<file path="config.mk">
export PLATFORM = sky130hd
export DESIGN_NAME = prf_free_list
export DESIGN_NICKNAME = d
export VERILOG_FILES = /design/src/rtl/prf_free_list.sv
export SDC_FILE = /design/constraint.sdc
export NUM_CORES = 1
export LEC_CHECK = 0
export CORE_ASPECT_RATIO = 1.25
export CORE_MARGIN = 2
export CORE_UTILIZATION = 37
export DETAILED_ROUTE_END_ITERATION = 6
export SETUP_SLACK_MARGIN = 0.05
export SLEW_MARGIN = 0
export SYNTH_ARGS = -nofsm -noshare
export SYNTH_HDL_FRONTEND = slang
export SYNTH_SLANG_ARGS = --single-unit
</file>
<file path="constraint.sdc">
create_clock -name clk -period 7.6 [get_ports clk]
set_input_delay 0.76 -clock clk [delete_from_list [all_inputs] [get_ports clk]]
set_output_delay 0.76 -clock clk [all_outputs]
set_load 0.02 [all_outputs]
</file>
<file path="src/rtl/prf_free_list.sv">
// Circular free list of physical register tags for rename, with speculative/committed heads.
// Define FREELIST_CHECK_EN to build the in-list tracking vector and the sticky list_err flag.
module prf_free_list #(
  parameter int unsigned PRF_NUM = 64,
  parameter int unsigned ARF_NUM = 32,
  parameter int unsigned DEPTH   = PRF_NUM - ARF_NUM,
  localparam int unsigned PW = $clog2(PRF_NUM),
  localparam int unsigned AW = $clog2(DEPTH),
  localparam int unsigned CW = $clog2(DEPTH + 1)
) (
  input  logic          clk,
  input  logic          rst,
  input  logic          flush,
  input  logic          alloc_req_0,
  input  logic          alloc_req_1,
  output logic          alloc_ok,
  output logic [PW-1:0] alloc_num_0,
  output logic [PW-1:0] alloc_num_1,
  input  logic          commit_alloc_0,
  input  logic          commit_alloc_1,
  input  logic          commit_free_0,
  input  logic          commit_free_1,
  input  logic [PW-1:0] commit_free_num_0,
  input  logic [PW-1:0] commit_free_num_1,
  output logic [CW-1:0] free_count,
  output logic          list_err
);

  // Pointer increment by 0..2 that wraps modulo DEPTH, which need not be a power of two.
  function automatic logic [AW-1:0] ptr_add(input logic [AW-1:0] p, input logic [1:0] n);
    logic [AW:0] s;
    s = (AW+1)'(p) + (AW+1)'(n);
    if (s >= (AW+1)'(DEPTH)) s = s - (AW+1)'(DEPTH);
    return s[AW-1:0];
  endfunction

  logic [PW-1:0] list_q [DEPTH];
  logic [AW-1:0] head_q, chead_q, tail_q;
  logic [CW-1:0] scount_q, ccount_q;

  logic [1:0]    nreq, granted, nfree, ncalloc;
  logic          rel_0, rel_1;
  logic [AW-1:0] head_d, chead_d, tail_d, wptr_1;
  logic [CW-1:0] scount_d, ccount_d;

  always_comb begin
    nreq     = 2'(alloc_req_0) + 2'(alloc_req_1);
    alloc_ok = (scount_q >= CW'(nreq));
    granted  = (alloc_ok && !flush) ? nreq : 2'd0;
    // Tag 0 is never a real free register, so releasing it is a no-op.
    rel_0    = commit_free_0 && (commit_free_num_0 != '0);
    rel_1    = commit_free_1 && (commit_free_num_1 != '0);
    nfree    = 2'(rel_0) + 2'(rel_1);
    ncalloc  = 2'(commit_alloc_0) + 2'(commit_alloc_1);
    chead_d  = ptr_add(chead_q, ncalloc);
    tail_d   = ptr_add(tail_q, nfree);
    wptr_1   = ptr_add(tail_q, 2'(rel_0));
    ccount_d = ccount_q - CW'(ncalloc) + CW'(nfree);
    if (flush) begin
      head_d   = chead_d;
      scount_d = ccount_d;
    end else begin
      head_d   = ptr_add(head_q, granted);
      scount_d = scount_q - CW'(granted) + CW'(nfree);
    end
  end

  assign alloc_num_0 = list_q[head_q];
  assign alloc_num_1 = list_q[ptr_add(head_q, 2'(alloc_req_0))];
  assign free_count  = scount_q;

  always_ff @(posedge clk) begin
    if (rst) begin
      for (int unsigned i = 0; i < DEPTH; i++) list_q[i] <= PW'(ARF_NUM + i);
      head_q   <= '0;
      chead_q  <= '0;
      tail_q   <= '0;
      scount_q <= CW'(DEPTH);
      ccount_q <= CW'(DEPTH);
    end else begin
      if (rel_0) list_q[tail_q] <= commit_free_num_0;
      if (rel_1) list_q[wptr_1] <= commit_free_num_1;
      head_q   <= head_d;
      chead_q  <= chead_d;
      tail_q   <= tail_d;
      scount_q <= scount_d;
      ccount_q <= ccount_d;
    end
  end

`ifdef FREELIST_CHECK_EN
  logic [PRF_NUM-1:0] in_list_q, in_list_d, cin_list_q, cin_list_d;
  logic               err_q, err_d;
  logic [CW:0]        s_wide;

  always_comb begin
    // Committed copy drops the entries that chead moves past.
    cin_list_d = cin_list_q;
    if (ncalloc != 2'd0) cin_list_d[list_q[chead_q]] = 1'b0;
    if (ncalloc == 2'd2) cin_list_d[list_q[ptr_add(chead_q, 2'd1)]] = 1'b0;
    if (rel_0) cin_list_d[commit_free_num_0] = 1'b1;
    if (rel_1) cin_list_d[commit_free_num_1] = 1'b1;

    in_list_d = in_list_q;
    if (alloc_ok && !flush) begin
      if (alloc_req_0) in_list_d[alloc_num_0] = 1'b0;
      if (alloc_req_1) in_list_d[alloc_num_1] = 1'b0;
    end
    if (rel_0) in_list_d[commit_free_num_0] = 1'b1;
    if (rel_1) in_list_d[commit_free_num_1] = 1'b1;
    if (flush) in_list_d = cin_list_d;

    s_wide = (CW+1)'(scount_q) - (CW+1)'(granted) + (CW+1)'(nfree);
    err_d  = err_q
           | (rel_0 && in_list_q[commit_free_num_0])
           | (rel_1 && in_list_q[commit_free_num_1])
           | (rel_0 && rel_1 && (commit_free_num_0 == commit_free_num_1))
           | (s_wide > (CW+1)'(DEPTH));
  end

  always_ff @(posedge clk) begin
    if (rst) begin
      for (int unsigned i = 0; i < PRF_NUM; i++) begin
        in_list_q[i]  <= (i >= ARF_NUM);
        cin_list_q[i] <= (i >= ARF_NUM);
      end
      err_q <= 1'b0;
    end else begin
      in_list_q  <= in_list_d;
      cin_list_q <= cin_list_d;
      err_q      <= err_d;
    end
  end

  assign list_err = err_q;
`else
  assign list_err = 1'b0;
`endif

endmodule

</file>
* Yosys cells after proc, flatten, opt, wreduce, memory -nomap -nowiden *
Memory sizes are Yosys's and may differ from the RTL's. A register that Yosys moved wholly into a read port is not among the register bits.
Index checks and enable logic that the tools add are counted.

word-level totals
  input port bits = 21
  word-level logic and storage cells = 60
  output and inout port bits = 20
  memory bits (writable) = 192
  memories kept = 1
  register bits after elaboration = 27

cells by class
  add/subtract/negate cells = 17
  reduce and logical (&&, ||, !) cells = 8
  muxes and demuxes = 23
  magnitude comparators = 6

memories
  name    words  width  read ports  clocked after Yosys merged registers in  write ports  line  RTL
  list_q  32     6      2           1                                        32           37    logic [PW-1:0] list_q [DEPTH];

operators by type and width
  kind                                                                 number
  5-bit 2-to-1 mux                                                     9
  6-bit >= comparator (second input constant)                          5
  5-bit by 1-bit subtractor with 5-bit output (second input constant)  5
  5-bit by 2-bit adder with 6-bit output                               3
  6-bit 2-to-1 mux                                                     3
  5-bit by 1-bit adder with 6-bit output                               2
  6-bit by 2-bit adder with 6-bit output                               2
  6-bit nonzero test                                                   2
  6-bit OR reduction                                                   2
  6-bit by 2-bit subtractor with 6-bit output                          2
  1-bit 2-to-1 mux                                                     10
  1-bit by 1-bit adder with 2-bit output                               3
  6-bit by 2-bit >= comparator with 1-bit output                       1
  1-bit logical AND                                                    3
  2-bit 2-to-1 mux                                                     1
  1-bit logical NOT                                                    1

* Logic depth before layout (Yosys ltp) *
Gate-level depths: netlist of the first run.

  word-level depth = 9
  depth in mapped cells = 17
  mapped depth without buffers = 16

* Worst setup path before layout of the first run *
Ideal clock, no wire load.

  path kind = input port to flip-flop
  from = input port commit_free_num_0[0]
  to = memory list_q[7][0] (netlist name), enable pin
  setup slack = 3399 ps
  buffers on the path = 3
  arrival = 3833 ps
  stages = 12
  library setup time = 368 ps
  data required time = 7232 ps
  path through = buf_2 > or4_1 > buf_2 > nor3_4 > nor2b_1 > ha_1 > ha_1 > inv_1 > a2111oi_4 > nand3_1 > clkbuf_1 > o211ai_1

RTL lines
  item                line  RTL
  start: declaration  23    input logic [PW-1:0] commit_free_num_0,
  end: declaration    37

* Worst setup path in the final report of the first run *
  from = input port alloc_req_0
  to = output port alloc_num_1[3]

on the way
  cells in the longest elaborated chain, start to end = 4
  elaborated cells between the ends (all ways) = 5
  classes of those cells = add/sub (2); order compare (1); mux (1); memory (1)

ends and longest elaborated chain
  item                                                                                line  RTL
  start: declaration                                                                  14    input logic alloc_req_0,
  5-bit by 1-bit adder with 6-bit output *                                            32    s = (AW+1)'(p) + (AW+1)'(n);
  5-bit by 1-bit subtractor with 5-bit output or 6-bit >= comparator (tied branches)  33    if (s >= (AW+1)'(DEPTH)) s = s - (AW+1)'(DEPTH);
  5-bit 2-to-1 mux *                                                                  33
  memory read 32 x 6 bit *                                                            --
  end: declaration                                                                    18    output logic [PW-1:0] alloc_num_1,

Mark *: on every way between the ends. The rest lies on a longest branch, timed or not.

==> results of run 1 <==
[worst max-delay path by stage]
stage                                    to  depth (start not counted)
floorplan            list_q[7][0]$_DFFE_PP_                         12
global placement     list_q[7][0]$_DFFE_PP_                         11
finish                       alloc_num_1[3]                          9
CTS                          alloc_num_1[3]                          9
detailed placement   list_q[7][2]$_DFFE_PP_                         11
global route        list_q[23][2]$_DFFE_PP_                         11
[power groups by stage]
stage	clock network, mW	logic [mW]	registers, mW
2_1_floorplan	0	0.775	1.44
3_3_place_gp	0	1.08	1.46
3_5_place_dp	0	1.10	1.46
4_1_cts	1.15	1.11	1.44
5_1_grt	1.18	1.19	1.45
6_report	1.14	1.10	1.44
[per-stage QoR]
stage | hold slack (ns) | total power [mW] | worst slack [ns]
2_1_floorplan | 0.498 | 2.21 | 3.40
3_3_place_gp | 0.530 | 2.55 | 2.22
3_5_place_dp | 0.554 | 2.56 | 2.08
4_1_cts | 0.563 | 3.69 | 2.57
5_1_grt | 0.585 | 3.82 | 2.37
6_report | 0.564 | 3.68 | 2.54
[per-layer routing]
layer | global-route usage | up-vias
li1 | - | 4950
met1 | 0.288 | 5473
met2 | 0.397 | 589
met3 | 0.0291 | 112
met4 | 0.100 | 0
met5 | 0 | -
[kinds of logic (layout without fill, tap and decap cells)]
logic type      count (synthesis)  in the layout
xor+xnor                       17             17
mux                           264            264
buf+inv                       157            153
simple gates                  453            453
other cells                     1              1
fa+ha+maj                      38             38
flops                         219            219
compound gates                186            186
[flip-flops by register name (all words and copies together), names as in the netlist]
| name | cells |
|---|---|
| list_q | 192 |
| chead_q | 5 |
| head_q | 5 |
| tail_q | 5 |
| ccount_q | 6 |
| free_count | 6 |
[layout make-up]
cell class	instances	area [um2]
timing repair buffer	62	558
sequential	219	6310
clock buffer	32	639
multi-input combinational	959	7820
fill	3653	23000
tap	498	623
inverter	50	188
clock inverter	9	95.1
[layout by cell type, fill, tap and decap left out, drive strengths merged, types with 31 or more instances in the layout]
cell | netlist | layout
nand3 | 47 | 47
clkbuf | 61 | 32
o21ai | 34 | 34
inv | 46 | 46
mux2 | 38 | 38
edfxtp | 192 | 192
nor2 | 113 | 113
a21oi | 48 | 48
mux4 | 78 | 78
nor3 | 32 | 32
ha | 31 | 31
nand2 | 178 | 178
mux2i | 148 | 148
clkdlybuf4s50 | 0 | 38
[worst min-delay path, cell delays in order (launching register included)]
cell and delay [ns]:
dfxtp_1 0.35, xnor2_1 0.12, nor2_1 0.05
==> summary.md, run 1 <==
| Metric | Value |
|---|---|
| Crit path DAT | 4.30 ns |
| Initial Util | 0.376 |
| Congestion Overflow GR | 0 |
| Final nets | 1374 |
| Clock Latency Late Sink | 0.53 ns |
| Worst r2r src | free_count[0]$_SDFF_PP0_ |
| Fin crit share | 0.666 |
| DR iter-0 viols | 1240 |
| Clock root buffer | clkbuf_16 |
| Outcome | complete, no violations |
| Vias per Instance | 6.08 |
| Synthesized area | 0.0147 mm2 |
| Count of different cell masters after synthesis | 58 |
| Hold Crit Start | chead_q[3]$_SDFF_PP0_ |
| Worst Setup Start Kind | input port |
| Core area | 0.0392 mm2 |
| Synth Flop Type | edfxtp_1 |
| CTS Buffer Depth | 3 |
| Routed WL | 47.1 mm |
| Vias in the first global route | 10900 |
| Rows | 81 |
| Most frequent cells after synthesis | edfxtp_1, nand2_1, mux2i_1 |
| FF-to-FF setup slack | 4.15 ns |
| Top-count cell post-synth | edfxtp_1 |
| CP startpoint | alloc_req_0 |
| CTS Buf Count | 23 |
| Routability Congestion | 0.882 |
| CP endpoint kind | primary output |
| CTS tree | built |
| Mux contribution to synthesized area | 0.249 |
| H-Tree Depth | 1 |
| Slew Limit Headroom | 0.216 |
| Crit Path Max Fanout | 48 |
| Synth Register Bits | 219 |
| Die area | 0.0415 mm2 |
| Fin util | 0.414 |
| Largest net degree at the start of global routing | 56 |
| Synth Area in Adders | 0.0358 |
| GRT Util Overall | 0.229 |
| Max Used Layer | met4 |
| Placed Cells | 1788 |
| Synth Instances | 1335 |
| First-pass detailed-route iteration total | 5 |
| Synth Area in Simple Gates | 0.140 |
| Placed cell area | 0.0155 mm2 |
| Met2 routed WL | 23.3 mm |
| Crit path top cell by count | clkdlybuf4s50_1 |
| Layout cells sized above 1 | 0.154 |
| N_diodes | 0 |
| Post-CTS setup buffer count | 0 |
| Critical path class | in -> out |
| Hold Crit Class | reg -> reg |
| Post_cts resized | 0 |
| Hold Crit Depth | 2 |
| Num Clock Sinks | 219 |
| Post-synth top area cell | edfxtp_1 |
| Final Cell Area | 0.0162 mm2 |
| Max Transition Viols Final | 0 |
| RSZ-0062 raised after global routing | false |
| Worst path bufs/invs | 3 |
| Internal power | 2.49 mW |
| Hold Path Sink | chead_q[3]$_SDFF_PP0_ |
| Chip width | 183 um |
| XOR/XNOR Fraction of Synth Area | 0.0101 |
| Die Ht | 227 um |
| Endpoints failing setup | 0 |
| Clock network power share | 0.310 |
| WL met3 | 4.24 mm |
| Sequential share of the synthesized area | 0.428 |
| Setup TNS | 0 ns |
| Family with the most delay on the worst path | buffers and inverters |
| Final Skew | 0.0107 ns |
| Synth Area in Compound Gates | 0.0938 |
| Reg clk slew, reported paths | 0.06 ns |
| Fmax achieved | 198 MHz |
| Fin cells | 1829 |
| Switching pwr | 1.20 mW |
| Max-Cap Viols | 0 |
| Antenna-violating nets left | 0 |
| Synth-to-layout area growth | 10.1% |
| Crit-path cells | clkdlybuf4s50_1, ha_4, ha_2, buf_4, mux4_2, mux2i_1, a32o_1, a221oi_1, clkdlybuf4s50_1 |
| Worst Path Required | 6.84 ns |
| DR DRC count | 0 |
| Register-to-Register Path Depth | 16 |
| WL met1 | 17.5 mm |
| Sw frac | 0.325 |
| Leak pwr | 5.01 nW |
| Slowest stage delay, CP | 0.69 ns |
| Initial antenna violation count | 0 |
| Cell Pwr Density | 227 mW/mm2 |
| Seq pwr share | 0.391 |
| Peak supply drop | 0.000127 V |
| Area contributors post-synth | edfxtp_1, mux4_2, mux2i_1, nand2_1, dfxtp_1 |
| Syn Nets | 1394 |
| Post-layout min period | 5.06 ns |
| Warnings from Yosys | 0 |
| Endpoints failing hold | 0 |
| Routed WL per cell | 25.7 um |
| Worst r2r dst | free_count[4]$_SDFF_PP0_ |
| First-pass GRT wire length | 69.6 mm |
| Logic pwr share | 0.299 |
| EDFF count, synth | 192 |
| Post-DP HPWL | 33.5 mm |
| Share of flip-flops with an asynchronous set or reset | 0 |
| # hold bufs at CTS | 0 |
| Syn avg cell area | 11.0 um2 |
| Largest family of logic cells by synthesized area | multiplexers |
| Share of Yosys cell area claimed by the top area cell type | 0.391 |
| Num ports | 41 |
| Tightest Pin Transition | 1.18 ns |
| Critical-path top delay cell | clkdlybuf4s50_1 |
| Vias after detailed routing | 11100 |
| # port buffers | 39 |
(Power assumes the default switching activity.)
==> run 2: changes to the inputs <==
==> constraint.sdc (replaced) <==
create_clock -name clk -period 4.85 [get_ports clk]
set_input_delay 0.485 -clock clk [delete_from_list [all_inputs] [get_ports clk]]
set_output_delay 0.485 -clock clk [all_outputs]
set_load 0.02 [all_outputs]
==> summary.md, run 2 (same netlist as run 1, synthesis figures left out) <==
| Metric | Value |
|---|---|
| N_diodes | 0 (unchanged) |
| CTS Buffer Depth | 3 (unchanged) |
| Switching pwr | 1.91 mW (+60%) |
| Num Clock Sinks | 219 (unchanged) |
| Antenna-violating nets left | 0 (unchanged) |
| Seq pwr share | 0.377 (-0.014) |
| H-Tree Depth | 1 (unchanged) |
| Crit Path Max Fanout | 13 (-73%) |
| Leak pwr | 5.13 nW (+2.3%) |
| Worst Path Required | 5.03 ns (-1.81 ns) |
| Die Ht | 227 um (unchanged) |
| Peak supply drop | 0.000236 V (+85%) |
| Reg clk slew, reported paths | 0.06 ns (about the same) |
| Synth-to-layout area growth | 11.6% |
| Endpoints failing setup | 0 (unchanged) |
| Initial Util | 0.376 (unchanged) |
| Max-Cap Viols | 0 (unchanged) |
| # port buffers | 39 (unchanged) |
| Outcome | complete, no violations |
| Routed WL per cell | 25.9 um (+0.78%) |
| Post-CTS setup buffer count | 0 (unchanged) |
| Initial antenna violation count | 0 (unchanged) |
| Die area | 0.0415 mm2 (unchanged) |
| Final nets | 1391 (+1.2%) |
| Routed WL | 47.9 mm (+1.7%) |
| Logic pwr share | 0.301 (+0.002) |
| Most frequent cells in the layout | edfxtp_1, nand2_1, mux2i_1 |
| Vias per Instance | 6.07 (-0.20%) |
| # hold bufs at CTS | 0 (unchanged) |
| Fin cells | 1846 (+0.93%) |
| Register-to-Register Path Depth | 16 (unchanged) |
| CTS tree | built |
| Placed Cells | 1804 (+0.89%) |
| Post-layout min period | 4.27 ns |
| Clock network power share | 0.322 (+0.012) |
| Setup TNS | 0 ns (unchanged) |
| Core area | 0.0392 mm2 (unchanged) |
| Clock root buffer | clkbuf_16 |
| GRT Util Overall | 0.233 (+0.00418) |
| Vias in the first global route | 11200 (+3.5%) |
| Max reg flops | 192 (unchanged) |
| DR DRC count | 0 (unchanged) |
| Critical-path top delay cell | a2111oi_4 |
| First-pass GRT wire length | 71.4 mm (+2.5%) |
| Crit-path cells | clkdlybuf4s50_1, or4_1, nor3_4, nor2b_1, ha_1, ha_1, inv_1, a2111oi_4, nand3_1, o211ai_1 |
| Chip width | 183 um (unchanged) |
| Internal power | 4.01 mW (+61%) |
| Endpoints failing hold | 0 (unchanged) |
| DR iter-0 viols | 1154 (-6.9%) |
| Vias after detailed routing | 11200 (+0.73%) |
| Slowest stage delay, CP | 0.71 ns (+0.02 ns) |
| RSZ-0062 raised after global routing | false |
| Worst hold slack | 0.559 ns (-0.00447 ns) |
| Clock Latency Late Sink | 0.55 ns (+0.02 ns) |
| Most flop-heavy register | list_q |
| Post-DP HPWL | 34.0 mm (+1.6%) |
| Tightest Pin Transition | 1.19 ns (+0.0129 ns) |
| Hold Crit Class | reg -> reg |
| CP endpoint kind | register |
| Post_cts resized | 0 (unchanged) |
| Slew Limit Headroom | 0.207 (-0.00946) |
| Critical path class | in -> reg |
| Hold Crit Depth | 2 (unchanged) |
| Congestion Overflow GR | 0 (unchanged) |
| Num ports | 41 (unchanged) |
| Largest net degree at the start of global routing | 50 (-11%) |
| Crit path top cell by count | ha_1 |
| CTS Buf Count | 24 (+4.3%) |
| Worst Setup Start Kind | input port |
| Layout cells sized above 1 | 0.165 (+0.0114) |
| Final Skew | 0.0176 ns (+0.00693 ns) |
| Commonest non-fill, non-tap cell in the layout | edfxtp_1 |
| Rows | 81 (unchanged) |
| Max Transition Viols Final | 0 (unchanged) |
| Crit path DAT | 4.45 ns (+0.15 ns) |
| Cell Pwr Density | 360 mW/mm2 (+59%) |
| Routability Congestion | 0.940 (+6.6%) |
| First-pass detailed-route iteration total | 6 (+1) |
| Fmax achieved | 234 MHz |
| Sw frac | 0.323 (-0.00205) |
| Fin crit share | 0.881 |
==> run 2: path summary, 6_finish.rpt <==
kind	startpoint	to	slack, ns
max	commit_free_num_0[2]	list_q[7][3]$_DFFE_PP_	0.58
min reg2reg	chead_q[3]$_SDFF_PP0_	chead_q[3]$_SDFF_PP0_	0.56
max reg2reg	free_count[0]$_SDFF_PP0_	free_count[4]$_SDFF_PP0_	1.45
min	chead_q[3]$_SDFF_PP0_	chead_q[3]$_SDFF_PP0_	0.56
==> run 2: final cells by class <==
| type | instances | area [um2] |
|---|---|---|
| clock inverters | 10 | 140 |
| multi-input cells | 959 | 7820 |
| repair buffers | 78 | 728 |
| clock buffers | 32 | 652 |
| flip-flops and latches | 219 | 6310 |
| fillers | 3621 | 22800 |
| well taps | 498 | 623 |
| inverters | 50 | 188 |
==> run 2: power groups by stage <==
stage / clock network [mW] / registers [mW] / logic [mW]
after floorplan: 0 / 2.25 / 1.21
after global placement: 0 / 2.27 / 1.75
after detailed placement: 0 / 2.27 / 1.78
after CTS: 1.91 / 2.23 / 1.79
after global routing: 1.98 / 2.24 / 1.93
final: 1.91 / 2.23 / 1.78
==> run 2: critical path, delay by kind of cell <==
kind | cells | cell delay (ns)
AOI/OAI and AO/OA | 2 | 1.17
and+or+nand+nor | 4 | 1.35
buffers and inverters | 2 | 0.75
adders and majority gates | 2 | 0.69
==> run 2: per-layer routing <==
layer  wire [um]  global-route usage  share of wire
met4        2400               0.117          0.050
met2       23600               0.403           0.49
met5           0                   0              0
met1       18200               0.288           0.38
met3        3750              0.0290          0.078
==> run 2: metrics by stage <==
step,utilization,area (um2),power (mW),setup slack [ns]
floorplan,-,14700,3.47,0.924
global placement,0.400,15700,4.02,0.200
detailed placement,0.400,15700,4.05,0.0834
CTS,0.420,16500,5.93,0.551
global route,0.420,16500,6.15,0.376
finish,0.420,16500,5.92,0.579
